`config.mk`:
```
export PLATFORM = sky130hd
export DESIGN_NAME = fifo_read_ctrl
export DESIGN_NICKNAME = d
export VERILOG_FILES = /design/src/rtl/fifo_pkg.sv /design/src/rtl/fifo_out_buf.sv /design/src/rtl/fifo_read_ctrl.sv
export SDC_FILE = /design/constraint.sdc
export NUM_CORES = 1
export LEC_CHECK = 0
export ABC_CLOCK_PERIOD_IN_PS = 4200
export BUFFER_PORTS_ARGS = -buffer_cell sky130_fd_sc_hd__buf_2
export CAP_MARGIN = 20
export CELL_PAD_IN_SITES_DETAIL_PLACEMENT = 0
export CELL_PAD_IN_SITES_GLOBAL_PLACEMENT = 2
export CORE_ASPECT_RATIO = 1.5
export CORE_UTILIZATION = 34
export DETAILED_ROUTE_END_ITERATION = 7
export PLACE_DENSITY_LB_ADDON = 0.1
export REMOVE_ABC_BUFFERS = 1
export SYNTH_ARGS = -nofsm -noshare
export SYNTH_HDL_FRONTEND = slang
export SYNTH_SLANG_ARGS = --single-unit
```
`constraint.sdc`:
```
create_clock -name CLK -period 4.2 [get_ports CLK]
set_input_delay 0.84 -clock CLK [delete_from_list [all_inputs] [get_ports CLK]]
set_output_delay 0.84 -clock CLK [all_outputs]
set_load 0.05 [all_outputs]
```
`src/rtl/fifo_pkg.sv`:
```
// -----------------------------------------------------------------------------
// fifo_pkg
//   Shared definitions for the async FIFO read and write controllers.
//   - Default address/data widths.
//   - Gray/binary pointer conversion helpers. They work on a fixed maximum
//     width; callers zero-extend narrower pointers in and size-cast the
//     result back. Zero upper bits leave both conversions unchanged.
// -----------------------------------------------------------------------------
package fifo_pkg;

    localparam int FIFO_ADDRESS_WIDTH = 4;
    localparam int FIFO_DATA_WIDTH    = 8;
    localparam int FIFO_PTR_MAX_W     = 32;

    typedef logic [FIFO_PTR_MAX_W-1:0] fifo_ptr_t;

    function automatic fifo_ptr_t bin2gray(input fifo_ptr_t b);
        return b ^ (b >> 1);
    endfunction

    // Each binary bit is the XOR of every Gray bit at or above it.
    function automatic fifo_ptr_t gray2bin(input fifo_ptr_t g);
        fifo_ptr_t b;
        b = g;
        for (int i = 1; i < FIFO_PTR_MAX_W; i++) begin
            b = b ^ (g >> i);
        end
        return b;
    endfunction

endpackage

```
`src/rtl/fifo_out_buf.sv`:
```
// -----------------------------------------------------------------------------
// fifo_out_buf
//   Two-entry output buffer (out register + skid register) between the FIFO
//   memory read port and a valid/ready consumer. The controller guarantees
//   that a load never arrives while both entries are occupied and no pop
//   happens, so no overflow handling is needed here.
//
// Ports
//   clk        in   clock
//   rst        in   synchronous active-high reset (clears valids and out_data)
//   load       in   load_data carries a word returned from memory
//   load_data  in   [DATA_WIDTH-1:0] returned memory word
//   pop        in   consumer takes out_data this cycle (only while out_valid)
//   out_valid  out  out_data holds a valid word
//   out_data   out  [DATA_WIDTH-1:0] head-of-line word
//   skid_valid out  skid register holds a valid word
// -----------------------------------------------------------------------------
module fifo_out_buf
    import fifo_pkg::*;
#(
    parameter int DATA_WIDTH = FIFO_DATA_WIDTH
) (
    input  logic                  clk,
    input  logic                  rst,
    input  logic                  load,
    input  logic [DATA_WIDTH-1:0] load_data,
    input  logic                  pop,
    output logic                  out_valid,
    output logic [DATA_WIDTH-1:0] out_data,
    output logic                  skid_valid
);

    logic [DATA_WIDTH-1:0] skid_data;
    logic                  load_to_skid;

    // A returning word lands in skid whenever out is still occupied after this
    // cycle: either out is held (no pop), or out is refilled from skid.
    always_comb begin
        load_to_skid = 1'b0;
        if (load) begin
            if (pop) begin
                load_to_skid = skid_valid;
            end else begin
                load_to_skid = out_valid;
            end
        end
    end

    // ---- buffer stage: control and head-of-line data ----
    always_ff @(posedge clk) begin
        if (rst) begin
            out_valid  <= 1'b0;
            skid_valid <= 1'b0;
            out_data   <= '0;
        end else if (pop) begin
            if (skid_valid) begin
                out_data   <= skid_data;
                out_valid  <= 1'b1;
                skid_valid <= load;
            end else begin
                out_valid <= load;
                if (load) begin
                    out_data <= load_data;
                end
            end
        end else if (load) begin
            if (!out_valid) begin
                out_data  <= load_data;
                out_valid <= 1'b1;
            end else begin
                skid_valid <= 1'b1;
            end
        end
    end

    always_ff @(posedge clk) begin
        if (load_to_skid) begin
            skid_data <= load_data;
        end
    end

endmodule

```
`src/rtl/fifo_read_ctrl.sv`:
```
// -----------------------------------------------------------------------------
// fifo_read_ctrl
//   Read-side controller of the async FIFO (read clock domain only).
//   Compares the synchronized Gray write pointer with the local Gray read
//   pointer to form Empty, issues memory reads (1-cycle latency) while the
//   2-entry output buffer has room, and presents words over valid/ready.
//
// Optional feature (macro FIFO_RD_LEVEL_EN):
//   Adds Rd_level (entries not yet fetched from memory, buffered words
//   excluded) and AEmpty (Rd_level <= AEMPTY_THRESH). Without the macro
//   neither port nor the Gray-to-binary conversion exists.
//
// Ports
//   CLK         in   read-domain clock
//   RST         in   synchronous active-high reset
//   Rq2_Wptr    in   [ADDRESS_WIDTH:0] synchronized Gray write pointer
//   R_en        out  memory read enable
//   R_addr      out  [ADDRESS_WIDTH-1:0] memory read address
//   R_mem_data  in   [DATA_WIDTH-1:0] memory data, valid the cycle after R_en
//   R_ptr       out  [ADDRESS_WIDTH:0] registered Gray read pointer
//   Empty       out  no unread entries in memory
//   Dout        out  [DATA_WIDTH-1:0] output word
//   Dout_valid  out  Dout holds a valid word
//   Dout_ready  in   consumer accepts Dout
//   Rd_level    out  [ADDRESS_WIDTH:0] unfetched entries (FIFO_RD_LEVEL_EN)
//   AEmpty      out  almost-empty flag (FIFO_RD_LEVEL_EN)
// -----------------------------------------------------------------------------
module fifo_read_ctrl
    import fifo_pkg::*;
#(
    parameter int ADDRESS_WIDTH = FIFO_ADDRESS_WIDTH,
    parameter int DATA_WIDTH    = FIFO_DATA_WIDTH
`ifdef FIFO_RD_LEVEL_EN
    ,
    parameter int AEMPTY_THRESH = 2
`endif
) (
    input  logic                     CLK,
    input  logic                     RST,
    input  logic [ADDRESS_WIDTH:0]   Rq2_Wptr,
    output logic                     R_en,
    output logic [ADDRESS_WIDTH-1:0] R_addr,
    input  logic [DATA_WIDTH-1:0]    R_mem_data,
    output logic [ADDRESS_WIDTH:0]   R_ptr,
    output logic                     Empty,
    output logic [DATA_WIDTH-1:0]    Dout,
    output logic                     Dout_valid,
    input  logic                     Dout_ready
`ifdef FIFO_RD_LEVEL_EN
    ,
    output logic [ADDRESS_WIDTH:0]   Rd_level,
    output logic                     AEmpty
`endif
);

    localparam int                PTR_W   = ADDRESS_WIDTH + 1;
    localparam logic [PTR_W-1:0]  PTR_ONE = PTR_W'(1);

    logic [PTR_W-1:0] rbin;
    logic [PTR_W-1:0] rbin_next;
    logic [PTR_W-1:0] rptr_next;
    logic             pend;
    logic             out_valid;
    logic             skid_valid;
    logic             pop;
    logic [1:0]       occ;
    logic [1:0]       occ_after_pop;

    assign rbin_next = rbin + PTR_ONE;
    assign rptr_next = PTR_W'(bin2gray(FIFO_PTR_MAX_W'(rbin_next)));

    assign Empty      = (R_ptr == Rq2_Wptr);
    assign Dout_valid = out_valid;
    assign pop        = out_valid & Dout_ready;
    assign R_addr     = rbin[ADDRESS_WIDTH-1:0];

    // Words held or in flight: out, skid and the read returning next cycle.
    // pop implies out_valid, so the subtraction never underflows.
    assign occ           = {1'b0, out_valid} + {1'b0, skid_valid} + {1'b0, pend};
    assign occ_after_pop = occ - {1'b0, pop};

    // Issue only when the word will have a slot once it returns.
    assign R_en = !RST && !Empty && (occ_after_pop < 2'd2);

    // ---- issue stage: read pointer and in-flight marker ----
    always_ff @(posedge CLK) begin
        if (RST) begin
            rbin  <= '0;
            R_ptr <= '0;
            pend  <= 1'b0;
        end else begin
            pend <= R_en;
            if (R_en) begin
                rbin  <= rbin_next;
                R_ptr <= rptr_next;
            end
        end
    end

    // ---- return stage: memory data into the output buffer ----
    fifo_out_buf #(
        .DATA_WIDTH (DATA_WIDTH)
    ) u_out_buf (
        .clk        (CLK),
        .rst        (RST),
        .load       (pend),
        .load_data  (R_mem_data),
        .pop        (pop),
        .out_valid  (out_valid),
        .out_data   (Dout),
        .skid_valid (skid_valid)
    );

`ifdef FIFO_RD_LEVEL_EN
    logic [PTR_W-1:0] wbin;

    assign wbin     = PTR_W'(gray2bin(FIFO_PTR_MAX_W'(Rq2_Wptr)));
    assign Rd_level = wbin - rbin;
    assign AEmpty   = (FIFO_PTR_MAX_W'(Rd_level) <= FIFO_PTR_MAX_W'(AEMPTY_THRESH));
`endif

endmodule

```
# Yosys cells after proc, flatten, opt, wreduce, memory -nomap -nowiden

Cells that the tools add are included.

Bits in registers: 29
Bits of input ports: 16
Output and inout port bits: 20
Logic and storage cells: 39

Add/subtract/negate cells: 4
Magnitude comparators: 1
Eq/ne operators: 2
Multiplexer cells: 14
Bitwise gates (word level): 2
Reduce and logical (&&, ||, !) cells: 9

Operator list:

| operator                                     | count |
|---|---|
| 2-to-1 mux 8 bit                             | 5 |
| 2-to-1 mux 1 bit                             | 9 |
| nonzero test 2 bit                           | 3 |
| adder 5 x 1 -> 5 bit, second input constant  | 1 |
| equality test 5 bit                          | 1 |
| bitwise XOR 5 x 4 -> 5 bit                   | 1 |
| AND reduction 3 bit                          | 1 |
| adder 1 x 1 -> 2 bit                         | 1 |
| adder 2 x 1 -> 2 bit                         | 1 |
| logical AND 1 bit                            | 2 |
| zero test 1 bit                              | 2 |
| < comparator 2 bit, second input constant    | 1 |
| inequality test 2 bit, second input constant | 1 |
| AND reduction 2 bit                          | 1 |
| subtractor 2 x 1 -> 2 bit                    | 1 |
| AND 1 bit                                    | 1 |

# Depth between registers and ports, before layout

Word-level depth: 5
Depth in mapped cells: 8
Mapped depth without buffers: 8

# Modules after synthesis

A second synthesis with hierarchy kept.

Cells, all modules: 125
Area, all modules: 1383.8 µm²

Modules (own cells, without submodules):

| module         | instances | cells an instance | area an instance (µm²) | seq. area each (µm²) |
|---|---|---|---|---|
| fifo_out_buf   | 1         | 59                | 763.2                  | 440.4 |
| fifo_read_ctrl | 1         | 66                | 620.6                  | 200.2 |

# Least setup slack after synthesis

No wires, ideal clock.

Kind: input to output
From: input port Dout_ready
To: output port R_en
Data arrival time: 2459 ps
Data required time: 3360 ps
Slack: 901 ps
Cell stages on the path: 8
Cells stage by stage: and2_1 ha_1 inv_1 ha_1 a21oi_2 xor2_1 o211ai_1 inv_1

Longest elaborated chain between the ends: 4

Ends and longest elaborated chain:

| what                      | RTL line             | source |
|---|---|---|
| from (decl)               | fifo_read_ctrl.sv:48 | `input logic Dout_ready` |
| AND 1 bit                 | fifo_read_ctrl.sv:74 | `assign pop = out_valid & Dout_ready;` |
| subtractor 2 x 1 -> 2 bit | fifo_read_ctrl.sv:80 | `assign occ_after_pop = occ - {1'b0, pop};` |
| < comparator 2 bit        | fifo_read_ctrl.sv:83 | `assign R_en = !RST && !Empty && (occ_after_pop < 2'd2);` |
| logical AND 1 bit         | fifo_read_ctrl.sv:83 |  |
| to (decl)                 | fifo_read_ctrl.sv:41 | `output logic R_en,` |

Every way passes these cells.

# Worst setup path in the final report

Ends and elaborated chain as after synthesis.

==> results.tsv <==
stage	metric	value	unit
status	status	complete, no violations	
detailed_routing	postRouteAntennaNets	0	
synth	yosys-top-cells-count	dfxtp_1, nor2_1, mux2i_1	
power	ir_drop	0.251	mV
finish	layout.nets	189	
floorplanning	io_pins	36	
placement	gp_congestion	0.821	
timing	fmax	0.285	GHz
detailed_routing	wl_met1	1110	µm
placement	placed_cells	208	
critical_path	start_kind	input pin	
synth	post_synth.cell_area_avg	10.2	µm²
floorplanning	die_h	79.6	µm
floorplanning	rows	27	
timing	hold_viol_final	0	
critical_path	worstPathRequired	3.36	ns
synth	synthMostInstantiatedCell	dfxtp_1	
synth	synth_top_area_frac	0.294	
timing	min_period_over_period	0.836	
detailed_routing	drc	0	
floorplanning	fp.dieW	53.7	µm
synth	ys_async_sr_fraction	0	
global_routing	grt_pass1_vias	998	
critical_path	crit_arrival	2.67	ns
timing	rsz0062_at_grt	false	
detailed_routing	wire_per_inst	13.1	µm
detailed_routing	finalWirelength	2770	µm
timing	report.final.slew_viol_count	0	
global_routing	antenna_found_initial	0	
synth	synth_area_leaders	dfxtp_1, edfxtp_1, mux2i_1	
cts	cts_resized	0	
cts	insertion_delay	0.27	ns
cts	cts.sinks	28	
placement	port_buffers	35	
cts	root_buffer	clkbuf_8	
finish	register_area	641	µm²
cts	cts-hold-fix-buffers	0	
floorplanning	core-area	3750	µm²
detailed_routing	drtIter0Drc	13	
finish	fillers	365	
synth	synthCells	134	
min_path	hold_path.class	flop to flop	
global_routing	grt_usage	0.144	
finish	syn_to_final_growth	19.6	%
critical_path	critPathMaxFanout	3	
synth	synth_flop_cell	dfxtp_1	
detailed_routing	highest_layer	met4	
detailed_routing	vias	1052	
finish	drive_above_1_share	0.272	
timing	fin_ws	0.688	ns
global_routing	grt_max_degree	21	
detailed_routing	viasPerCell	4.96	
synth	synth_cell_types	34	
timing	fin_setup_tns	0	ns
critical_path	path_class	input pin to output pin	
floorplanning	start_util	0.364	
critical_path	end_kind	output pin	
cts	h-tree-depth	1	
placement	hpwlAfterDp	2160	µm
cts	clockBufferDepth	2	
global_routing	gr-total-overflow	0	
finish	multi_input_area	673	µm²
synth	ys_ff_latch	28	
cts	path_clk_slew	0.09	ns
timing	clock_skew	0.00582	ns
cts	post_cts_buffers	0	
cts	cts_tree	built	
synth	ys_warn_count	0	
job	maxCapViolCount	0	
synth	synthesis.area	1360	µm²
finish	n_antenna_cell	0	
floorplanning	die_area	4270	µm²
synth	seq_area_frac_synth	0.470	
timing	maxSlewHeadroom	0.512	
placement	place_ws	0.697	ns
synth	synth_edf_count	8	
synth	synth_area_leader_cell	dfxtp_1	
detailed_routing	drtPass1Iterations	4	
power	power_density	532	nW/µm²
timing	worstMarginPinSlew	0.730	ns
timing	period_needed	3.51	ns
detailed_routing	dr_wl_met2	1530	µm
finish	final_cell_count_no_fill	212	
detailed_routing	dr_wl_met3	96	µm
timing	setup_viol	0	
cts	numCtsBuffers	3	
power	total_leakage_power	0.756	nW
global_routing	grt_pass1_wl	4440	µm
[cell families after synthesis]
family,synth area share
and+or+nand+nor,0.128
DFF,0.470
AOI/OAI and AO/OA,0.141
muxes,0.114
xor gates and xnor gates,0.0835
buffers and inverters,0.0367
adders and majority gates,0.0275
[critical path, cell delays in order]
cell and delay [ns]:
buf_2 0.10, and2_1 0.18, ha_1 0.28, inv_1 0.04, ha_1 0.28, a21oi_2 0.19, xor2_1 0.26, o211ai_1 0.17
inv_1 0.08, buf_2 0.26
[final timing paths]
| check | from | end | slack (ns) | cells past startpoint |
|---|---|---|---|---|
| hold reg to reg | R_ptr[0] | R_ptr[0] | 0.49 | 2 |
| hold / removal | R_ptr[0] | R_ptr[0] | 0.49 | 2 |
| setup reg to reg | u_out_buf.out_valid | rbin[3] | 1.90 | 8 |
| setup / recovery | Dout_ready | R_en | 0.69 | 10 |
[sequential cells by signal, summed over array words and instances, names as in the netlist]
name	cells
R_ptr	5
pend	1
rbin	4
u_out_buf.out_data	8
u_out_buf.out_valid	1
u_out_buf.skid_data	8
u_out_buf.skid_valid	1
[final cells by class]
cell class / count / area share
Clock buffer: 4 / 0.0337
Multi-Input combinational cell: 94 / 0.413
Tap cell: 43 / 0.0330
Sequential cell: 28 / 0.393
Inverter: 7 / 0.0161
Timing Repair Buffer: 36 / 0.112
[per-layer routing]
layer | up-vias | track usage
met5 | - | 0
li1 | 542 | -
met3 | 4 | 0.0171
met1 | 485 | 0.146
met2 | 21 | 0.273
met4 | 0 | 0.0632
[through the flow]
| stage | power [mW] | cell area [µm²] | utilization | hold WS, ns |
|---|---|---|---|---|
| 2_1_floorplan | 0.630 | 1340 | - | 0.465 |
| 3_3_place_gp | 0.707 | 1580 | 0.420 | 0.481 |
| 3_5_place_dp | 0.711 | 1580 | 0.420 | 0.486 |
| 4_1_cts | 0.881 | 1630 | 0.435 | 0.500 |
| 5_1_grt | 0.926 | 1630 | 0.435 | 0.527 |
| 6_report | 0.867 | 1630 | 0.435 | 0.490 |
[power by group]
| group | switching (mW) | internal [mW] | total (mW) |
|---|---|---|---|
| clock network | 0.0836 | 0.0839 | 0.167 |
| logic | 0.239 | 0.109 | 0.348 |
| registers | 0.0343 | 0.318 | 0.352 |
| total | 0.357 | 0.511 | 0.867 |
[layout by cell type, fill, tap and decap left out, types with 2 or more instances in the layout]
master,instances
inv_1,6
xnor2_1,9
mux2_1,3
edfxtp_1,8
buf_2,35
a21oi_1,3
a21oi_2,2
xor2_1,4
nand2_1,7
clkbuf_8,4
dfxtp_1,20
mux2i_1,11
o211ai_1,3
a211oi_1,10
nor2b_1,5
ha_1,3
nand3_1,4
nor2_1,16
Note: power is estimated with default switching activity, not from simulation.
